`config.mk`:
```
export PLATFORM = sky130hd
export DESIGN_NAME = glyph_pixel_serializer
export DESIGN_NICKNAME = d
export VERILOG_FILES = /design/src/rtl/text_pkg.sv /design/src/rtl/glyph_pixel_serializer_glyph_shifter.sv /design/src/rtl/glyph_pixel_serializer.sv
export SDC_FILE = /design/constraint.sdc
export NUM_CORES = 1
export LEC_CHECK = 0
export ABC_AREA = 1
export BUFFER_PORTS_ARGS = -buffer_cell sky130_fd_sc_hd__buf_4
export CAP_MARGIN = 20
export CORE_MARGIN = 10
export CORE_UTILIZATION = 30
export DETAILED_ROUTE_END_ITERATION = 10
export GPL_TIMING_DRIVEN = 1
export HOLD_SLACK_MARGIN = 0.06
export PLACE_DENSITY_LB_ADDON = 0.1
export SYNTH_ARGS = -nofsm -noshare
export SYNTH_HDL_FRONTEND = slang
export SYNTH_SLANG_ARGS = --single-unit
export TNS_END_PERCENT = 1
```
`constraint.sdc`:
```
create_clock -name clk -period 2.95 [get_ports clk]
set_clock_uncertainty 0.15 [all_clocks]
set_input_delay 0.295 -clock clk [delete_from_list [all_inputs] [get_ports clk]]
set_output_delay 0.295 -clock clk [all_outputs]
set_load 0.02 [all_outputs]
```
`src/rtl/text_pkg.sv`:
```
// Shared dimensions for the text-mode glyph path: font ROM geometry and attribute layout.
package text_pkg;

    localparam int unsigned CHAR_W        = 8;
    localparam int unsigned ROW_W         = 4;
    localparam int unsigned GLYPH_W       = 8;
    localparam int unsigned COLOR_W       = 4;
    localparam int unsigned FONT_ADDR_W   = CHAR_W + ROW_W;
    localparam int unsigned ATTR_W        = 2 * COLOR_W;
    localparam int unsigned FG_MSB        = 2 * COLOR_W - 1;
    localparam int unsigned FG_LSB        = COLOR_W;
    localparam int unsigned BG_MSB        = COLOR_W - 1;
    localparam int unsigned BG_LSB        = 0;
    localparam int unsigned PIX_PER_GLYPH = 8;

endpackage

```
`src/rtl/glyph_pixel_serializer_glyph_shifter.sv`:
```
// Glyph row shift register: emits one coloured pixel per handshake, MSB first.
module glyph_shifter #(
    parameter int unsigned GLYPH_W = text_pkg::GLYPH_W,
    parameter int unsigned COLOR_W = text_pkg::COLOR_W
) (
    input  logic                   clk,
    input  logic                   rst_n,
    input  logic                   flush,
    input  logic                   load,
    input  logic [GLYPH_W-1:0]     load_data,
    input  logic [2*COLOR_W-1:0]   load_attr,
    input  logic                   pix_ready,
    output logic                   pix_valid,
    output logic [COLOR_W-1:0]     pix_color,
    output logic                   pix_last,
    output logic                   empty,
    output logic                   last_fire
);

    localparam int unsigned CNT_W = $clog2(GLYPH_W + 1);

    logic [GLYPH_W-1:0]   sh_q, sh_d;
    logic [CNT_W-1:0]     cnt_q, cnt_d;
    logic [2*COLOR_W-1:0] attr_q, attr_d;
    logic                 fire;

    assign pix_valid = (cnt_q != '0);
    assign pix_last  = (cnt_q == CNT_W'(1));
    assign pix_color = sh_q[GLYPH_W-1] ? attr_q[2*COLOR_W-1:COLOR_W] : attr_q[COLOR_W-1:0];
    assign empty     = (cnt_q == '0);
    assign fire      = pix_valid && pix_ready;
    assign last_fire = fire && pix_last;

    always_comb begin
        sh_d   = sh_q;
        cnt_d  = cnt_q;
        attr_d = attr_q;
        if (flush) begin
            sh_d   = '0;
            cnt_d  = '0;
            attr_d = '0;
        end else if (load) begin
            // A load on the final handshake replaces the shift, so the next glyph follows with no gap.
            sh_d   = load_data;
            cnt_d  = CNT_W'(GLYPH_W);
            attr_d = load_attr;
        end else if (fire) begin
            sh_d  = {sh_q[GLYPH_W-2:0], 1'b0};
            cnt_d = cnt_q - CNT_W'(1);
        end
    end

    always_ff @(posedge clk or negedge rst_n) begin
        if (!rst_n) begin
            sh_q   <= '0;
            cnt_q  <= '0;
            attr_q <= '0;
        end else begin
            sh_q   <= sh_d;
            cnt_q  <= cnt_d;
            attr_q <= attr_d;
        end
    end

endmodule

```
`src/rtl/glyph_pixel_serializer.sv`:
```
// Font ROM initiator: accepts glyph requests, issues the ROM read, stages the returned row and serializes it.
module glyph_pixel_serializer #(
    parameter int unsigned CHAR_W  = text_pkg::CHAR_W,
    parameter int unsigned ROW_W   = text_pkg::ROW_W,
    parameter int unsigned GLYPH_W = text_pkg::GLYPH_W,
    parameter int unsigned COLOR_W = text_pkg::COLOR_W
) (
    input  logic                      clk,
    input  logic                      rst_n,
    input  logic                      flush,
    input  logic                      char_valid,
    output logic                      char_ready,
    input  logic [CHAR_W-1:0]         char_code,
    input  logic [ROW_W-1:0]          char_row,
    input  logic [2*COLOR_W-1:0]      char_attr,
    output logic                      font_en,
    output logic [CHAR_W+ROW_W-1:0]   font_addr,
    input  logic [GLYPH_W-1:0]        font_data,
    output logic                      pix_valid,
    input  logic                      pix_ready,
    output logic [COLOR_W-1:0]        pix_color,
    output logic                      pix_last
);

    localparam int unsigned ADDR_W = CHAR_W + ROW_W;
    localparam int unsigned ATTR_W = 2 * COLOR_W;

    logic                ready_q, ready_d;
    logic                font_en_q, font_en_d;
    logic [ADDR_W-1:0]   font_addr_q, font_addr_d;
    logic [ATTR_W-1:0]   req_attr_q, req_attr_d;
    logic                rdata_vld_q, rdata_vld_d;
    logic                stg_full_q, stg_full_d;
    logic [GLYPH_W-1:0]  stg_glyph_q, stg_glyph_d;
    logic [ATTR_W-1:0]   stg_attr_q, stg_attr_d;

    logic                accept;
    logic                load;
    logic [GLYPH_W-1:0]  load_glyph;
    logic [ATTR_W-1:0]   load_attr;
    logic                sh_empty;
    logic                sh_last_fire;

    assign char_ready = ready_q && !flush;
    assign accept     = char_valid && char_ready;
    assign font_en    = font_en_q;
    assign font_addr  = font_addr_q;

    always_comb begin
        // Returning ROM data bypasses staging straight into an idle shifter to hit 3-cycle latency.
        load_glyph  = stg_full_q ? stg_glyph_q : font_data;
        load_attr   = stg_full_q ? stg_attr_q  : req_attr_q;
        load        = (stg_full_q || rdata_vld_q) && (sh_empty || sh_last_fire) && !flush;

        font_en_d   = accept;
        font_addr_d = accept ? {char_code, char_row} : font_addr_q;
        req_attr_d  = accept ? char_attr : req_attr_q;
        rdata_vld_d = font_en_q && !flush;

        stg_full_d  = stg_full_q;
        stg_glyph_d = stg_glyph_q;
        stg_attr_d  = stg_attr_q;
        if (flush || load) begin
            stg_full_d = 1'b0;
        end else if (rdata_vld_q) begin
            stg_full_d  = 1'b1;
            stg_glyph_d = font_data;
            stg_attr_d  = req_attr_q;
        end

        ready_d = !stg_full_d && !font_en_d && !rdata_vld_d;
    end

    always_ff @(posedge clk or negedge rst_n) begin
        if (!rst_n) begin
            ready_q     <= 1'b0;
            font_en_q   <= 1'b0;
            font_addr_q <= '0;
            req_attr_q  <= '0;
            rdata_vld_q <= 1'b0;
            stg_full_q  <= 1'b0;
            stg_glyph_q <= '0;
            stg_attr_q  <= '0;
        end else begin
            ready_q     <= ready_d;
            font_en_q   <= font_en_d;
            font_addr_q <= font_addr_d;
            req_attr_q  <= req_attr_d;
            rdata_vld_q <= rdata_vld_d;
            stg_full_q  <= stg_full_d;
            stg_glyph_q <= stg_glyph_d;
            stg_attr_q  <= stg_attr_d;
        end
    end

    glyph_shifter #(
        .GLYPH_W (GLYPH_W),
        .COLOR_W (COLOR_W)
    ) u_shifter (
        .clk       (clk),
        .rst_n     (rst_n),
        .flush     (flush),
        .load      (load),
        .load_data (load_glyph),
        .load_attr (load_attr),
        .pix_ready (pix_ready),
        .pix_valid (pix_valid),
        .pix_color (pix_color),
        .pix_last  (pix_last),
        .empty     (sh_empty),
        .last_fire (sh_last_fire)
    );

endmodule

```
==> impl_metrics.sql <==
INSERT INTO impl_metrics (metric_group, metric, value, unit) VALUES
('setup_path', 'worst-path-stages', '4', ''),
('floorplan', 'std_cell_rows', '35', ''),
('synth', 'post_synth_top_area_cell', 'sky130_fd_sc_hd__dfrtp_1', ''),
('setup_path', 'critPathCaptureType', 'output port', ''),
('timing', 'tns', '0', 'ns'),
('drt', 'route.final.wire_length', '7.13', 'mm'),
('setup_path', 'cp-endpoint', 'pix_last', ''),
('setup_path', 'worstPathMaxFanout', '3', ''),
('setup_path', 'critPathMaxStageDelay', '0.40', 'ns'),
('drt', 'drtAntennaViolNets', '0', ''),
('cts', 'tritoncts_buffer_count', '9', ''),
('floorplan', 'design.die.area', '0.0138', 'mm²'),
('floorplan', 'die_height', '117', 'µm'),
('synth', 'netlist.area_leader.share', '52.7', '%'),
('cts', 'clock-sinks', '60', ''),
('synth', 'post_synth_num_cell_types', '30', ''),
('timing', 'worst_slew_slack_as_a_fraction_of_its_limit', '47.4', '%'),
('setup_path', 'reg2reg_depth', '9', ''),
('synth', 'postSynthCellCount', '335', ''),
('floorplan', 'design.core.area', '0.00924', 'mm²'),
('placed_design', 'dp_hpwl', '4.84', 'mm'),
('worst_hold_path', 'hold_start', 'flush', ''),
('setup_path', 'worstSetupPathType', 'flip-flop to output port', ''),
('setup_path', 'rr_startpoint', 'u_shifter.cnt_q[0]', ''),
('synth', 'syn-mean-instance-area', '8.50', 'µm²'),
('finish', 'multi_input_comb_area', '0.00119', 'mm²'),
('timing', 'finalHoldViolations', '0', ''),
('cts', 'postCtsSetupBuffers', '0', ''),
('drt', 'detail_route.first_pass.iterations', '4', ''),
('synth', 'synth.net_count', '371', ''),
('cts', 'clock_latency_reported_for_the_late_side_of_the_worst_skew_pair', '0.34', 'ns'),
('setup_path', 'critical_path_required', '2.51', 'ns'),
('finish', 'final_util', '41.9', '%'),
('finish', 'number_of_diodes', '0', ''),
('setup_path', 'r2r-end', 'u_shifter.sh_q[2]', ''),
('floorplan', 'initial_core_util', '30.8', '%'),
('cts', 'clock_transition_at_the_registers_of_the_reported_paths', '0.07', 'ns'),
('synth', 'syn_area', '0.00285', 'mm²'),
('setup_path', 'crit_slowest_cell', 'sky130_fd_sc_hd__dfrtp_1', ''),
('synth', 'seq_area_frac_synth', '52.7', '%'),
('floorplan', 'fp.dieW', '117', 'µm'),
('status', 'result_of_the_run', 'complete, no violations', ''),
('grt', 'first_pass_grt_wire_length', '12.2', 'mm'),
('cts', 'cts-htree-levels', '3', ''),
('timing', 'slew_violations', '0', ''),
('grt', 'global_route_congestion_overflow_total', '0', ''),
('drt', 'detailroute.via_count', '2348', ''),
('pwr', 'static-leakage-power', '2.02', 'nW'),
('finish', 'final-seq-area', '0.00150', 'mm²'),
('finish', 'final_net_count', '454', ''),
('timing', 'post-route-min-period', '1.87', 'ns'),
('timing', 'timing.final.crit_share', '63.2', '%'),
('timing', 'setup_violations', '0', ''),
('placed_design', 'port-buffer-count', '52', ''),
('synth', 'yosysWarnings', '0', ''),
('grt', 'grt_use_total', '10.7', '%'),
('synth', 'post_synth_main_area_contributors', 'sky130_fd_sc_hd__dfrtp_1 53%, sky130_fd_sc_hd__nand2_1 24%, sky130_fd_sc_hd__mux2i_1 2.8%', ''),
('grt', 'grt_max_degree', '61', ''),
('setup_path', 'path_cells', 'inv_1, ha_1, nor3b_1, buf_4', ''),
('placed_design', 'placer_congestion', '0.723', ''),
('worst_hold_path', 'min-delay-path-class', 'input pin to flip-flop', ''),
('setup_path', 'timing.critical_path.buf_inv', '2', ''),
('timing', 'rsz0062_at_grt', 'no', ''),
('timing', 'achievable-frequency', '0.536', 'GHz'),
('drt', 'post_drt_via_cell_ratio', '4.25', ''),
('drt', 'wire_per_inst', '12.9', 'µm'),
('placed_design', 'dpl.cell_count', '507', ''),
('cts', 'clock-root-buffer', 'sky130_fd_sc_hd__clkbuf_8', ''),
('finish', 'final_instance_count_excl_fillers', '552', ''),
('setup_path', 'critPathLaunchType', 'flip-flop', ''),
('drt', 'drt_iter0_markers', '95', '');
[Yosys cell counts]
master / n
sky130_fd_sc_hd__a21o_1: 1
sky130_fd_sc_hd__a21oi_1: 2
sky130_fd_sc_hd__a21oi_2: 1
sky130_fd_sc_hd__buf_12: 1
sky130_fd_sc_hd__buf_2: 2
sky130_fd_sc_hd__buf_4: 1
sky130_fd_sc_hd__buf_6: 1
sky130_fd_sc_hd__clkbuf_1: 6
sky130_fd_sc_hd__dfrtp_1: 60
sky130_fd_sc_hd__ha_1: 3
sky130_fd_sc_hd__inv_1: 17
sky130_fd_sc_hd__inv_2: 2
sky130_fd_sc_hd__inv_6: 1
sky130_fd_sc_hd__mux2i_1: 8
sky130_fd_sc_hd__nand2_1: 179
sky130_fd_sc_hd__nand2_2: 10
sky130_fd_sc_hd__nand2_4: 3
sky130_fd_sc_hd__nand2_8: 3
sky130_fd_sc_hd__nand3_1: 2
sky130_fd_sc_hd__nand3_2: 2
sky130_fd_sc_hd__nand4_1: 8
sky130_fd_sc_hd__nor2_1: 3
sky130_fd_sc_hd__nor2_2: 1
sky130_fd_sc_hd__nor2_4: 1
sky130_fd_sc_hd__nor2_8: 1
sky130_fd_sc_hd__nor3b_1: 1
sky130_fd_sc_hd__o21ai_0: 8
sky130_fd_sc_hd__o22ai_1: 4
sky130_fd_sc_hd__or2_2: 2
sky130_fd_sc_hd__xor2_1: 1
[flip-flops by register name, indices dropped and copies added (netlist names)]
name,cells
u_shifter.sh_q,8
rdata_vld_q,1
font_en,1
req_attr_q,8
stg_glyph_q,8
stg_full_q,1
u_shifter.attr_q,8
ready_q,1
u_shifter.cnt_q,4
font_addr,12
stg_attr_q,8
[through the flow]
step | total power, mW | hold WS, ns | instance area [µm²] | setup WS [ns]
6_report | 2.98 | 0.121 | 3870 | 1.08
5_1_grt | 3.20 | 0.146 | 3870 | 0.861
4_1_cts | 3.03 | 0.112 | 3870 | 1.05
3_5_place_dp | 2.12 | 0.287 | 3340 | 1.06
3_3_place_gp | 2.10 | 0.291 | 3340 | 1.05
2_1_floorplan | 1.80 | -0.151 | 2850 | 1.26
[layout by cell type, fill, tap and decap left out, types with 3 or more instances in the layout]
cell / instances
sky130_fd_sc_hd__nand2_4: 3
sky130_fd_sc_hd__nand2_8: 3
sky130_fd_sc_hd__dfrtp_1: 60
sky130_fd_sc_hd__ha_1: 3
sky130_fd_sc_hd__nand2_2: 10
sky130_fd_sc_hd__o22ai_1: 4
sky130_fd_sc_hd__o21ai_0: 8
sky130_fd_sc_hd__buf_4: 54
sky130_fd_sc_hd__nor2_1: 3
sky130_fd_sc_hd__dlygate4sd3_1: 29
sky130_fd_sc_hd__inv_1: 17
sky130_fd_sc_hd__mux2i_1: 8
sky130_fd_sc_hd__nand4_1: 8
sky130_fd_sc_hd__clkbuf_8: 11
sky130_fd_sc_hd__nand2_1: 179
[metal layers]
metal / share of wire (%) / track usage (%)
met1: 48 / 13.5
met2: 45 / 16.0
met3: 6.1 / 4.12
met4: 1.4 / 4.23
met5: 0 / 0
[worst min path at each step]
| stage | to | slack (ns) | depth (start not counted) |
|---|---|---|---|
| floorplan | font_addr[0] | -0.15 | 0 |
| global placement | font_addr[11] | 0.29 | 1 |
| detailed placement | font_addr[11] | 0.29 | 1 |
| CTS | u_shifter.cnt_q[3] | 0.11 | 4 |
| global route | u_shifter.sh_q[7] | 0.15 | 4 |
| finish | u_shifter.cnt_q[3] | 0.12 | 4 |
[final cells by class]
class,instances,area share (%)
inverter,20,2.07
sequential,60,38.8
timing repair buffer,83,18.0
clock buffer,11,3.91
clock inverter,5,2.17
tap,129,4.17
multi-input combinational,244,30.9
[kinds of logic after synthesis]
kind of cell | count (synthesis) | synth area share, %
flops | 60 | 52.7
mux | 8 | 2.81
fa+ha+maj | 3 | 1.32
buf+inv | 31 | 5.32
xor+xnor | 1 | 0.308
simple gates | 216 | 34.3
compound gates | 16 | 3.21
[worst min-delay path: stages]
cell and delay, ns:
sky130_fd_sc_hd__buf_4 0.11, sky130_fd_sc_hd__a21oi_2 0.07, sky130_fd_sc_hd__nand2_1 0.06, sky130_fd_sc_hd__nand2_1 0.04
[what timing repair did]
action / in CTS / in global routing
hold buffers: 29 / 0
resized for setup: 0 / 0
hold endpoints to repair: 88 / 0
[report_power, final]
group	internal, mW	leakage [nW]	total [mW]	switching [mW]
registers	1.02	0.778	1.16	0.146
clock network	0.523	0.112	0.867	0.344
logic	0.383	1.13	0.947	0.564
total	1.92	2.02	2.98	1.05
Note: power is estimated with default switching activity, not from simulation.
